==> src/rtl/data_mem_pkg.sv <==
// Shared constants and types for the data memory, its arbiter and the CPU datapath.
package data_mem_pkg;

    localparam int DATA_W = 16;
    localparam int ADDR_W = 16;
    localparam int DEPTH  = 128;

    typedef enum logic [1:0] {
        OP_NONE = 2'd0,
        OP_RD   = 2'd1,
        OP_WR   = 2'd2,
        OP_ERR  = 2'd3
    } op_t;

    localparam logic PORT_CPU = 1'b0;
    localparam logic PORT_DBG = 1'b1;

    // Out-of-range addresses become OP_ERR whatever the direction.
    function automatic op_t decodeOp(input logic valid, input logic we, input logic inRange);
        if (!valid)
            return OP_NONE;
        else if (!inRange)
            return OP_ERR;
        else if (we)
            return OP_WR;
        else
            return OP_RD;
    endfunction

endpackage

==> src/rtl/rr_arb2.sv <==
// Two-requester round-robin arbiter; on a tie the port not granted last wins.
module rr_arb2
    import data_mem_pkg::*;
(
    input  logic       clk,
    input  logic       rst_n,
    input  logic [1:0] req,
    output logic [1:0] gnt
);

    logic lastGnt;

    always_comb begin
        gnt[0] = req[0] & (~req[1] | (lastGnt == PORT_DBG));
        gnt[1] = req[1] & (~req[0] | (lastGnt == PORT_CPU));
    end

    // Pointer only moves on a grant, so idle cycles preserve fairness history.
    always_ff @(posedge clk or negedge rst_n) begin
        if (!rst_n)
            lastGnt <= PORT_DBG;
        else if (gnt[0])
            lastGnt <= PORT_CPU;
        else if (gnt[1])
            lastGnt <= PORT_DBG;
    end

endmodule

==> src/rtl/data_mem_arbiter.sv <==
// Round-robin sharing of the single-port data memory between the CPU and debug/DMA ports,
// with a one-entry issue stage and registered per-port responses.
module data_mem_arbiter
    import data_mem_pkg::*;
#(
    parameter int ADDR_W = data_mem_pkg::ADDR_W,
    parameter int DATA_W = data_mem_pkg::DATA_W,
    parameter int DEPTH  = data_mem_pkg::DEPTH
) (
    input  logic              clk,
    input  logic              rst_n,
    input  logic              req0,
    input  logic              req1,
    input  logic              we0,
    input  logic              we1,
    input  logic [ADDR_W-1:0] addr0,
    input  logic [ADDR_W-1:0] addr1,
    input  logic [DATA_W-1:0] wdata0,
    input  logic [DATA_W-1:0] wdata1,
    output logic              gnt0,
    output logic              gnt1,
    output logic              rvalid0,
    output logic              rvalid1,
    output logic [DATA_W-1:0] rdata0,
    output logic [DATA_W-1:0] rdata1,
    output logic              err0,
    output logic              err1,
    output logic [ADDR_W-1:0] mem_addr,
    output logic [DATA_W-1:0] mem_wdata,
    output logic              mem_write,
    output logic              mem_read,
    input  logic [DATA_W-1:0] mem_rdata
);

    logic [1:0]        reqVec;
    logic [1:0]        gntVec;
    logic              selPort;
    logic              selWe;
    logic [ADDR_W-1:0] selAddr;
    logic [DATA_W-1:0] selWdata;
    op_t               selOp;

    op_t               opQ;
    logic              portQ;
    logic              memReadQ;
    logic              memWriteQ;
    logic [ADDR_W-1:0] memAddrQ;
    logic [DATA_W-1:0] memWdataQ;

    assign reqVec = {req1, req0};

    rr_arb2 uArb (
        .clk   (clk),
        .rst_n (rst_n),
        .req   (reqVec),
        .gnt   (gntVec)
    );

    assign gnt0 = gntVec[0];
    assign gnt1 = gntVec[1];

    always_comb begin
        selPort  = gntVec[1];
        selWe    = selPort ? we1    : we0;
        selAddr  = selPort ? addr1  : addr0;
        selWdata = selPort ? wdata1 : wdata0;
        selOp    = decodeOp(|gntVec, selWe, selAddr < ADDR_W'(DEPTH));
    end

    // Memory pins are registered directly so nothing combinational reaches the memory;
    // the async reset clears mem_write, dropping any write still in its drive cycle.
    always_ff @(posedge clk or negedge rst_n) begin
        if (!rst_n) begin
            opQ       <= OP_NONE;
            portQ     <= PORT_CPU;
            memReadQ  <= 1'b0;
            memWriteQ <= 1'b0;
            memAddrQ  <= '0;
            memWdataQ <= '0;
        end else begin
            opQ       <= selOp;
            portQ     <= selPort;
            memReadQ  <= (selOp == OP_RD);
            memWriteQ <= (selOp == OP_WR);
            memAddrQ  <= (selOp == OP_RD || selOp == OP_WR) ? selAddr : '0;
            memWdataQ <= (selOp == OP_WR) ? selWdata : '0;
        end
    end

    assign mem_read  = memReadQ;
    assign mem_write = memWriteQ;
    assign mem_addr  = memAddrQ;
    assign mem_wdata = memWdataQ;

    for (genvar gi = 0; gi < 2; gi++) begin : gRsp
        logic              hit;
        logic              rvalidR;
        logic              errR;
        logic [DATA_W-1:0] rdataR;

        assign hit = (opQ != OP_NONE) && (portQ == 1'(gi));

        always_ff @(posedge clk or negedge rst_n) begin
            if (!rst_n) begin
                rvalidR <= 1'b0;
                errR    <= 1'b0;
                rdataR  <= '0;
            end else begin
                rvalidR <= hit;
                errR    <= hit && (opQ == OP_ERR);
                rdataR  <= (hit && opQ == OP_RD) ? mem_rdata : '0;
            end
        end
    end

    assign rvalid0 = gRsp[0].rvalidR;
    assign rvalid1 = gRsp[1].rvalidR;
    assign err0    = gRsp[0].errR;
    assign err1    = gRsp[1].errR;
    assign rdata0  = gRsp[0].rdataR;
    assign rdata1  = gRsp[1].rdataR;

endmodule

==> config.mk <==
export PLATFORM = sky130hd
export DESIGN_NAME = data_mem_arbiter
export DESIGN_NICKNAME = d
export VERILOG_FILES = /design/src/rtl/data_mem_pkg.sv /design/src/rtl/rr_arb2.sv /design/src/rtl/data_mem_arbiter.sv
export SDC_FILE = /design/constraint.sdc
export NUM_CORES = 1
export LEC_CHECK = 0
export CORE_MARGIN = 1.5
export CORE_UTILIZATION = 36
export CTS_BUF_LIST = sky130_fd_sc_hd__clkbuf_4
export DETAILED_ROUTE_END_ITERATION = 10
export PLACE_DENSITY = 0.85
export SLEW_MARGIN = 15
export SYNTH_ARGS = -nofsm -noshare
export SYNTH_HDL_FRONTEND = slang
export SYNTH_SLANG_ARGS = --single-unit
==> constraint.sdc <==
create_clock -name clk -period 2 [get_ports clk]
set_input_delay 0.4 -clock clk [delete_from_list [all_inputs] [get_ports clk]]
set_output_delay 0.4 -clock clk [all_outputs]
set_load 0.05 [all_outputs]
==> run_results.csv, run 1 <==
group,metric,value,unit
outcome,status,"completed",
die,core_area,0.007370,mm^2
critical_path,worstSetupEndpointType,"primary output",
route,totalWireLength,7663,um
finish,fill_cells,569,
grt,grt_pass1_wl,11720,um
yosys,synthesis.area_per_instance,11.34,um^2
yosys,synthMostInstantiatedCell,"dfrtp_1",
critical_path,cp_data_required_time,1.60,ns
die,std_cell_rows,31,
route,route.detailed.wl_per_inst,14.74,um
yosys,synth.yosys.warnings,0,
finish,multi_input_area,883.3,um^2
grt,grt_start_max_net_pins,44,
yosys,synth.distinct_cells,32,
place,place_congestion,0.7907,
finish,finalNetCount,505,
grt,vias_in_the_first_global_route,2408,
clock_tree,clock_tree_from_tritoncts,"built",
finish,area.growth.synth_to_final,73.77,%
yosys,synth_top_family_by_area,"simple AND/OR/NAND/NOR gates",
yosys,yosys_register_bits,74,
yosys,synth_top_cell_area_share,65.24,%
die,initial_core_util,38.00,%
yosys,mappedNetlistArea,0.002800,mm^2
die,fp.dieH,91.20,um
critical_path,timing.critical_path.fanout_max,14,
route,detailroute.via_count,2416,
timing,setup_violations,0,
clock_tree,cts_sinks,74,
critical_path,timing.setup.critical_path_class,"primary input to primary output",
route,drtPass1Iterations,4,
clock_tree,cts_max_path_buffers,2,
clock_tree,htree_num_levels,3,
yosys,postSynth.asyncResetShare,100.0,%
yosys,ys_top_cells_by_count,"dfrtp_1 (73), nand2_1 (66), and2_1 (33)",
place,pre_cts_slack,-0.4046,ns
finish,drive_gt1_share,10.21,%
run,timing.max_cap.violations,0,
pwr,ir_worst_vdd,0.0003413,V
timing,timing_worst_slew_pin_value,0.7479,ns
timing,number_of_endpoints_with_negative_hold_slack_in_the_final_report,0,
pwr,post-layout-total-power,3560,uW
place,place.detailed.hpwl,5712,um
timing,fmaxAchievable,0.5049,GHz
route,drc_errors,0,
pwr,cellLeakagePower,0.002888,uW
timing,final_max_slew_viol_count,0,
grt,grt_usage,18.47,%
timing,fin_hold_ws,0.4455,ns
yosys,ys_dominant_reg_cell,"dfrtp_1",
finish,final_core_util,66.03,%
yosys,synth_compound_area_share,9.026,%
yosys,adder_and_majority_gate_portion_of_the_synthesized_area,0.8937,%
yosys,synthDominantAreaCellType,"dfrtp_1",
grt,overflow,0,
timing,final.setup_skew,0.01322,ns
timing,slew_hr,49.92,%
clock_tree,clk_root_buffer_cell,"clkbuf_4",
route,drt_first_iter_violations,68,
timing,final.period_utilization,99.03,%
yosys,synth_sequential_area_ratio,66.18,%
die,fp.dieW,91.20,um
route,routed_via_density,4.646,
timing,period_minus_slack,1.981,ns
yosys,synthMuxAreaShare,0,%
min_path,min_path_type,"primary input to asynchronous set/reset pin",
clock_tree,clock_latency,0.41,ns
die,die_area,0.008317,mm^2
critical_path,worst_path_arrival,1.58,ns
finish,antenna_cells_inserted,0,
yosys,post_synth_and_or_nand_nor_area_fraction,20.78,%
clock_tree,number_of_buffers_added_by_the_clock_tree_synthesis_step,9,
critical_path,critical_path_start_type,"primary input",
grt,antenna_violations_before_repair,0,
die,top_level_ports,158,
place,io_buffers,157,
clock_tree,clkTransAtPathRegs,0.12,ns
pwr,pwr_density_cell,731.6,mW/mm^2
yosys,synth_fp_nets,335,
timing,final_critical_path_setup_slack,0.01949,ns
yosys,number_of_synthesized_flops_with_an_enable_pin,0,
route,remaining_antenna_violation_count_after_routing,0,
yosys,post_synth_xor_area_fraction,0,%
finish,regArea,0.001853,mm^2
yosys,synth_cells,247,
yosys,synthTopCellsByArea,"dfrtp_1 (65%), nand2_1 (8.8%), and2_1 (7.4%)",
-- area by class of cell --
cell class / count / share of cell area [%]
sequential: 74 / 38.08
timing repair buffer: 171 / 37.10
multi-input combinational: 157 / 18.15
tap: 99 / 2.546
clock inverter: 6 / 2.314
clock buffer: 9 / 1.389
inverter: 4 / 0.4114
-- flip-flops by register name (all words and copies together), names as in the netlist, 2 cells and up --
register and count:
rdata0 16, opQ 2, rdata1 16, mem_addr 16, mem_wdata 16
-- cells by family (layout without fill, tap and decap cells) --
group / after synthesis / in the layout
fa+ha+maj: 2 / 2
buf+inv: 16 / 190
flops: 74 / 74
compound gates: 38 / 38
simple gates: 117 / 117
-- layout by cell type, fill, tap and decap left out, types with 2 or more instances in the layout --
cell type / synthesis / final
inv_6: 0 / 2
nand2_1: 66 / 66
dlygate4sd2_1: 0 / 6
buf_12: 0 / 3
nand4_1: 2 / 2
nor4_1: 2 / 2
dfrtp_1: 73 / 73
nor2_1: 5 / 5
clkdlybuf4s50_1: 0 / 102
buf_4: 3 / 15
clkbuf_4: 0 / 9
a21boi_0: 3 / 3
inv_1: 3 / 3
and2_1: 33 / 33
a21oi_1: 16 / 16
a21boi_1: 13 / 13
dlymetal6s2s_1: 0 / 43
bufinv_16: 0 / 3
nor3_1: 2 / 2
-- timing repair --
| action | 4_1_cts | 5_1_grt |
|---|---|---|
| pin swaps | 0 | 1 |
| setup endpoints to repair | 7 | 74 |
| hold buffers | 1 | 0 |
| hold endpoints to repair | 30 | 0 |
| gates resized for setup | 8 | 47 |
| buffers inserted | 0 | 0 |
-- routing by layer --
layer	global-route usage, %	part of all wire, %	wire length [um]	vias up
met2	32.03	52	3948	123
met3	6.365	8.7	670	14
met4	7.292	2.0	155	0
li1	-	-	-	1138
met5	0	0	0	-
met1	20.74	38	2888	1141
-- power breakdown --
part | internal, uW | total [uW] | switching, uW
combinational | 341 | 811 | 470
sequential | 1570 | 1590 | 25.0
clock | 633 | 1160 | 522
total | 2540 | 3560 | 1020
-- per-stage QoR --
| step | cells | instance area, um^2 | TNS (ns) |
|---|---|---|---|
| 4_1_cts | 520 | 4735 | 0 |
| 3_3_place_gp | 504 | 4548 | -8.107 |
| 3_5_place_dp | 504 | 4548 | -12.23 |
| 6_report | 520 | 4866 | 0 |
| 5_1_grt | 520 | 4866 | -0.02508 |
| 2_1_floorplan | 247 | 2801 | 0 |
-- worst max-delay path, cell delays in order --
cell and delay, ns:
clkdlybuf4s50_1 0.49, a21bo_4 0.25, clkinv_4 0.05, buf_4 0.20
buf_6 0.18
-- worst paths after layout --
path	from	to	slack, ns	cells after the start
worst max register to register	uArb.lastGnt	mem_addr[1]	0.13	7
worst min-delay path	rst_n	rdata1[3]	0.45	2
max in group asynchronous	rst_n	mem_write	0.98	3
min in group clk	wdata1[12]	mem_wdata[12]	0.52	3
worst min register to register	portQ	err0	0.54	1
worst max-delay path	req1	gnt1	0.02	5
Note: power is estimated with default switching activity, not from simulation.
==> run 2: changes to the inputs <==
Settings changed: ABC_CLOCK_PERIOD_IN_PS set to 2000.
==> results of run 2 <==
The final DEF is identical to that of run 1; final timing and power are the same.
==> run 3: changes to the inputs <==
Settings changed: ABC_CLOCK_PERIOD_IN_PS 2000 to 1850, CELL_PAD_IN_SITES_DETAIL_PLACEMENT set to 1, CELL_PAD_IN_SITES_GLOBAL_PLACEMENT set to 1, CORE_UTILIZATION 36 to 29, PLACE_DENSITY 0.85 to 0.88, TNS_END_PERCENT set to 100.
Clock period 2 ns to 1.85 ns, I/O delays scaled along.
==> run 3 against run 2 <==
Non-clock buffer count is 10 higher. Global-route usage down 0.31 points. Power grew 9.6%. Setup slack gained 0.0097 ns. Die area grew 23%. Sequential share of layout area shrank 0.29 points. Sequential power up 8%. Wire length increased by 15%. Via count grew 3.1%. Clock skew grew 0.0039 ns. First-iteration DRC count shrank 38%. Count of clock-buffer cells in the layout unchanged. Critical endpoint is now mem_addr[2]. Largest cell class unchanged. Highest routed layer unchanged.
==> run_results.csv, run 3 (same netlist as run 1, synthesis figures left out) <==
group,metric,value,unit
route,drc_errors,0,
pwr,switching_share,29.26,%
clock_tree,htree_num_levels,3,
timing,slew_hr,52.14,%
finish,antenna_cells_inserted,0,
critical_path,timing.setup.critical_path_class,"primary input to flop",
timing,period_minus_slack,1.821,ns
critical_path,worst_path_arrival,2.11,ns
critical_path,timing.critical_path.fanout_max,16,
die,fp.dieW,101.3,um
die,top_level_ports,158,
min_path,min_path_type,"primary input to flop",
clock_tree,number_of_buffers_added_by_the_clock_tree_synthesis_step,9,
pwr,pwr-share-clk,32.2,%
grt,grt_pass1_wl,14010,um
critical_path,r2r.worst_path.cells,7,
pwr,ir_worst_vdd,0.0003616,V
critical_path,critical_path_start_type,"primary input",
finish,finish.instance_area,0.004903,mm^2
pwr,post-layout-total-power,3902,uW
route,detailroute.via_count,2491,
pwr,pwr_density_cell,795.8,mW/mm^2
timing,rsz0062_at_grt,"true",
min_path,holdPathStages,3,
run,timing.max_cap.violations,0,
timing,timing_worst_slew_pin_value,0.7148,ns
die,core_area,0.009284,mm^2
finish,mostFrequentLayoutCell,"clkdlybuf4s50_1",
route,totalWireLength,8845,um
clock_tree,cts_max_path_buffers,2,
die,std_cell_rows,35,
route,drt_first_iter_violations,42,
place,place_congestion,0.7544,
finish,layout_common_cells,"clkdlybuf4s50_1 (79), dfrtp_1 (73), nand2_1 (66)",
critical_path,ff2ff_setup_slack,0.05,ns
route,remaining_antenna_violation_count_after_routing,0,
clock_tree,clkTransAtPathRegs,0.12,ns
timing,final_max_slew_viol_count,0,
timing,setup_violations,0,
pwr,p_comb_share,23.6,%
pwr,seqPwrFrac,44.2,%
die,fp.dieH,101.3,um
timing,fmaxAchievable,0.5492,GHz
place,io_buffers,157,
route,route.detailed.wl_per_inst,15.79,um
pwr,power.internal,2760,uW
route,routed_via_density,4.448,
critical_path,worstSetupEndpointType,"flop",
route,drtPass1Iterations,4,
critical_path,cp_data_required_time,2.14,ns
finish,finalNetCount,515,
place,placed_area,0.004591,mm^2
critical_path,critical_path.reg2reg.startpoint,"uArb.lastGnt",
outcome,status,"completed",
timing,setup-tns-final,0,ns
timing,final.setup_skew,0.01717,ns
grt,vias_in_the_first_global_route,2886,
finish,area.growth.synth_to_final,75.11,%
min_path,hold_path_startpoint,"addr1[10]",
die,die_area,0.01025,mm^2
timing,number_of_endpoints_with_negative_hold_slack_in_the_final_report,0,
grt,antenna_violations_before_repair,0,
grt,grt_usage,18.16,%
die,initial_core_util,30.16,%
finish,fin_cells,560,
clock_tree,clock_latency,0.40,ns
min_path,min_delay_worst_endpoint,"mem_addr[10]",
clock_tree,cts_sinks,74,
place,dpl.cell_count,540,
grt,overflow,0,
pwr,cellLeakagePower,0.002486,uW
clock_tree,clock_tree_from_tritoncts,"built",
pwr,power.switching,1142,uW
critical_path,r2r-end,"mem_addr[2]",
clock_tree,clk_root_buffer_cell,"clkbuf_4",
grt,grt_start_max_net_pins,35,
place,place.detailed.hpwl,6912,um
finish,drive_gt1_share,21.35,%
timing,final.period_utilization,98.42,%
==> run 3: changes by cell type in the layout (fill, tap and decap cells not counted), moves of 2 or more <==
cell and delta:
dlygate4sd2_1 +41, a21oi_1 -13, a21boi_1 -2, clkdlybuf4s50_1 -23
a21oi_2 +11, buf_4 +29, buf_12 +3, a21boi_2 +3
a21oi_4 +2, dlymetal6s2s_1 -39, nor4_2 +2
==> run 3: worst max path at each step <==
stage,start,end,slack (ns),depth (start not counted)
6_report,addr1[8],mem_addr[2],0.03,8
5_1_grt,uArb.lastGnt,gnt1,-0.03,4
4_1_cts,uArb.lastGnt,gnt1,-0.02,4
3_5_place_dp,addr0[15],mem_wdata[0],-0.61,8
3_3_place_gp,addr0[15],mem_wdata[1],-0.43,8
2_1_floorplan,addr1[10],mem_addr[10],0.02,7
==> run 3: metrics by stage <==
step	hold slack (ns)	util, %	setup slack (ns)
2_1_floorplan	0.07441	-	0.02444
3_3_place_gp	0.3153	49.45	-0.4258
3_5_place_dp	0.3297	49.45	-0.6117
4_1_cts	0.3219	51.83	-0.02495
5_1_grt	0.2196	52.82	-0.03101
6_report	0.2653	52.82	0.02917
==> run 3: power by group through the flow <==
stage | sequential (uW) | clock [uW] | combinational, uW
2_1_floorplan | 2010 | 0 | 180
3_3_place_gp | 1750 | 0 | 875
3_5_place_dp | 1760 | 0 | 900
4_1_cts | 1730 | 1310 | 909
5_1_grt | 1730 | 1390 | 985
6_report | 1720 | 1260 | 922
==> run 3: worst max-delay path, cell delays in order <==
cell	delay, ns
clkdlybuf4s50_1	0.45
nor4_2	0.26
buf_4	0.17
nand4_4	0.11
o211a_4	0.27
ha_4	0.27
buf_12	0.16
a21oi_2	0.05
==> run 3: what timing repair did <==
action                                 CTS  global route
hold buffers                             1             0
gates cloned                             0             0
setup buffers                            1             3
endpoints found under the hold margin   27             0
pin swaps                                6             6
gates resized for setup                 67            16
setup endpoints to repair               79            34
==> run 3: area by class of cell <==
type,instances,area (um^2)
well taps,129,161.4
flip-flops and latches,74,1853
clock buffers,9,67.56
inverters,4,20.02
repair buffers,181,1713
clock inverters,6,115.1
multi-input cells,157,973.4
fillers,1025,4380
==> run 3: metal layers <==
metal | GRT usage, % | share of wire, %
met1 | 19.03 | 37
met5 | 0 | 0
met4 | 5.128 | 1.2
met3 | 7.039 | 8.4
met2 | 33.71 | 53
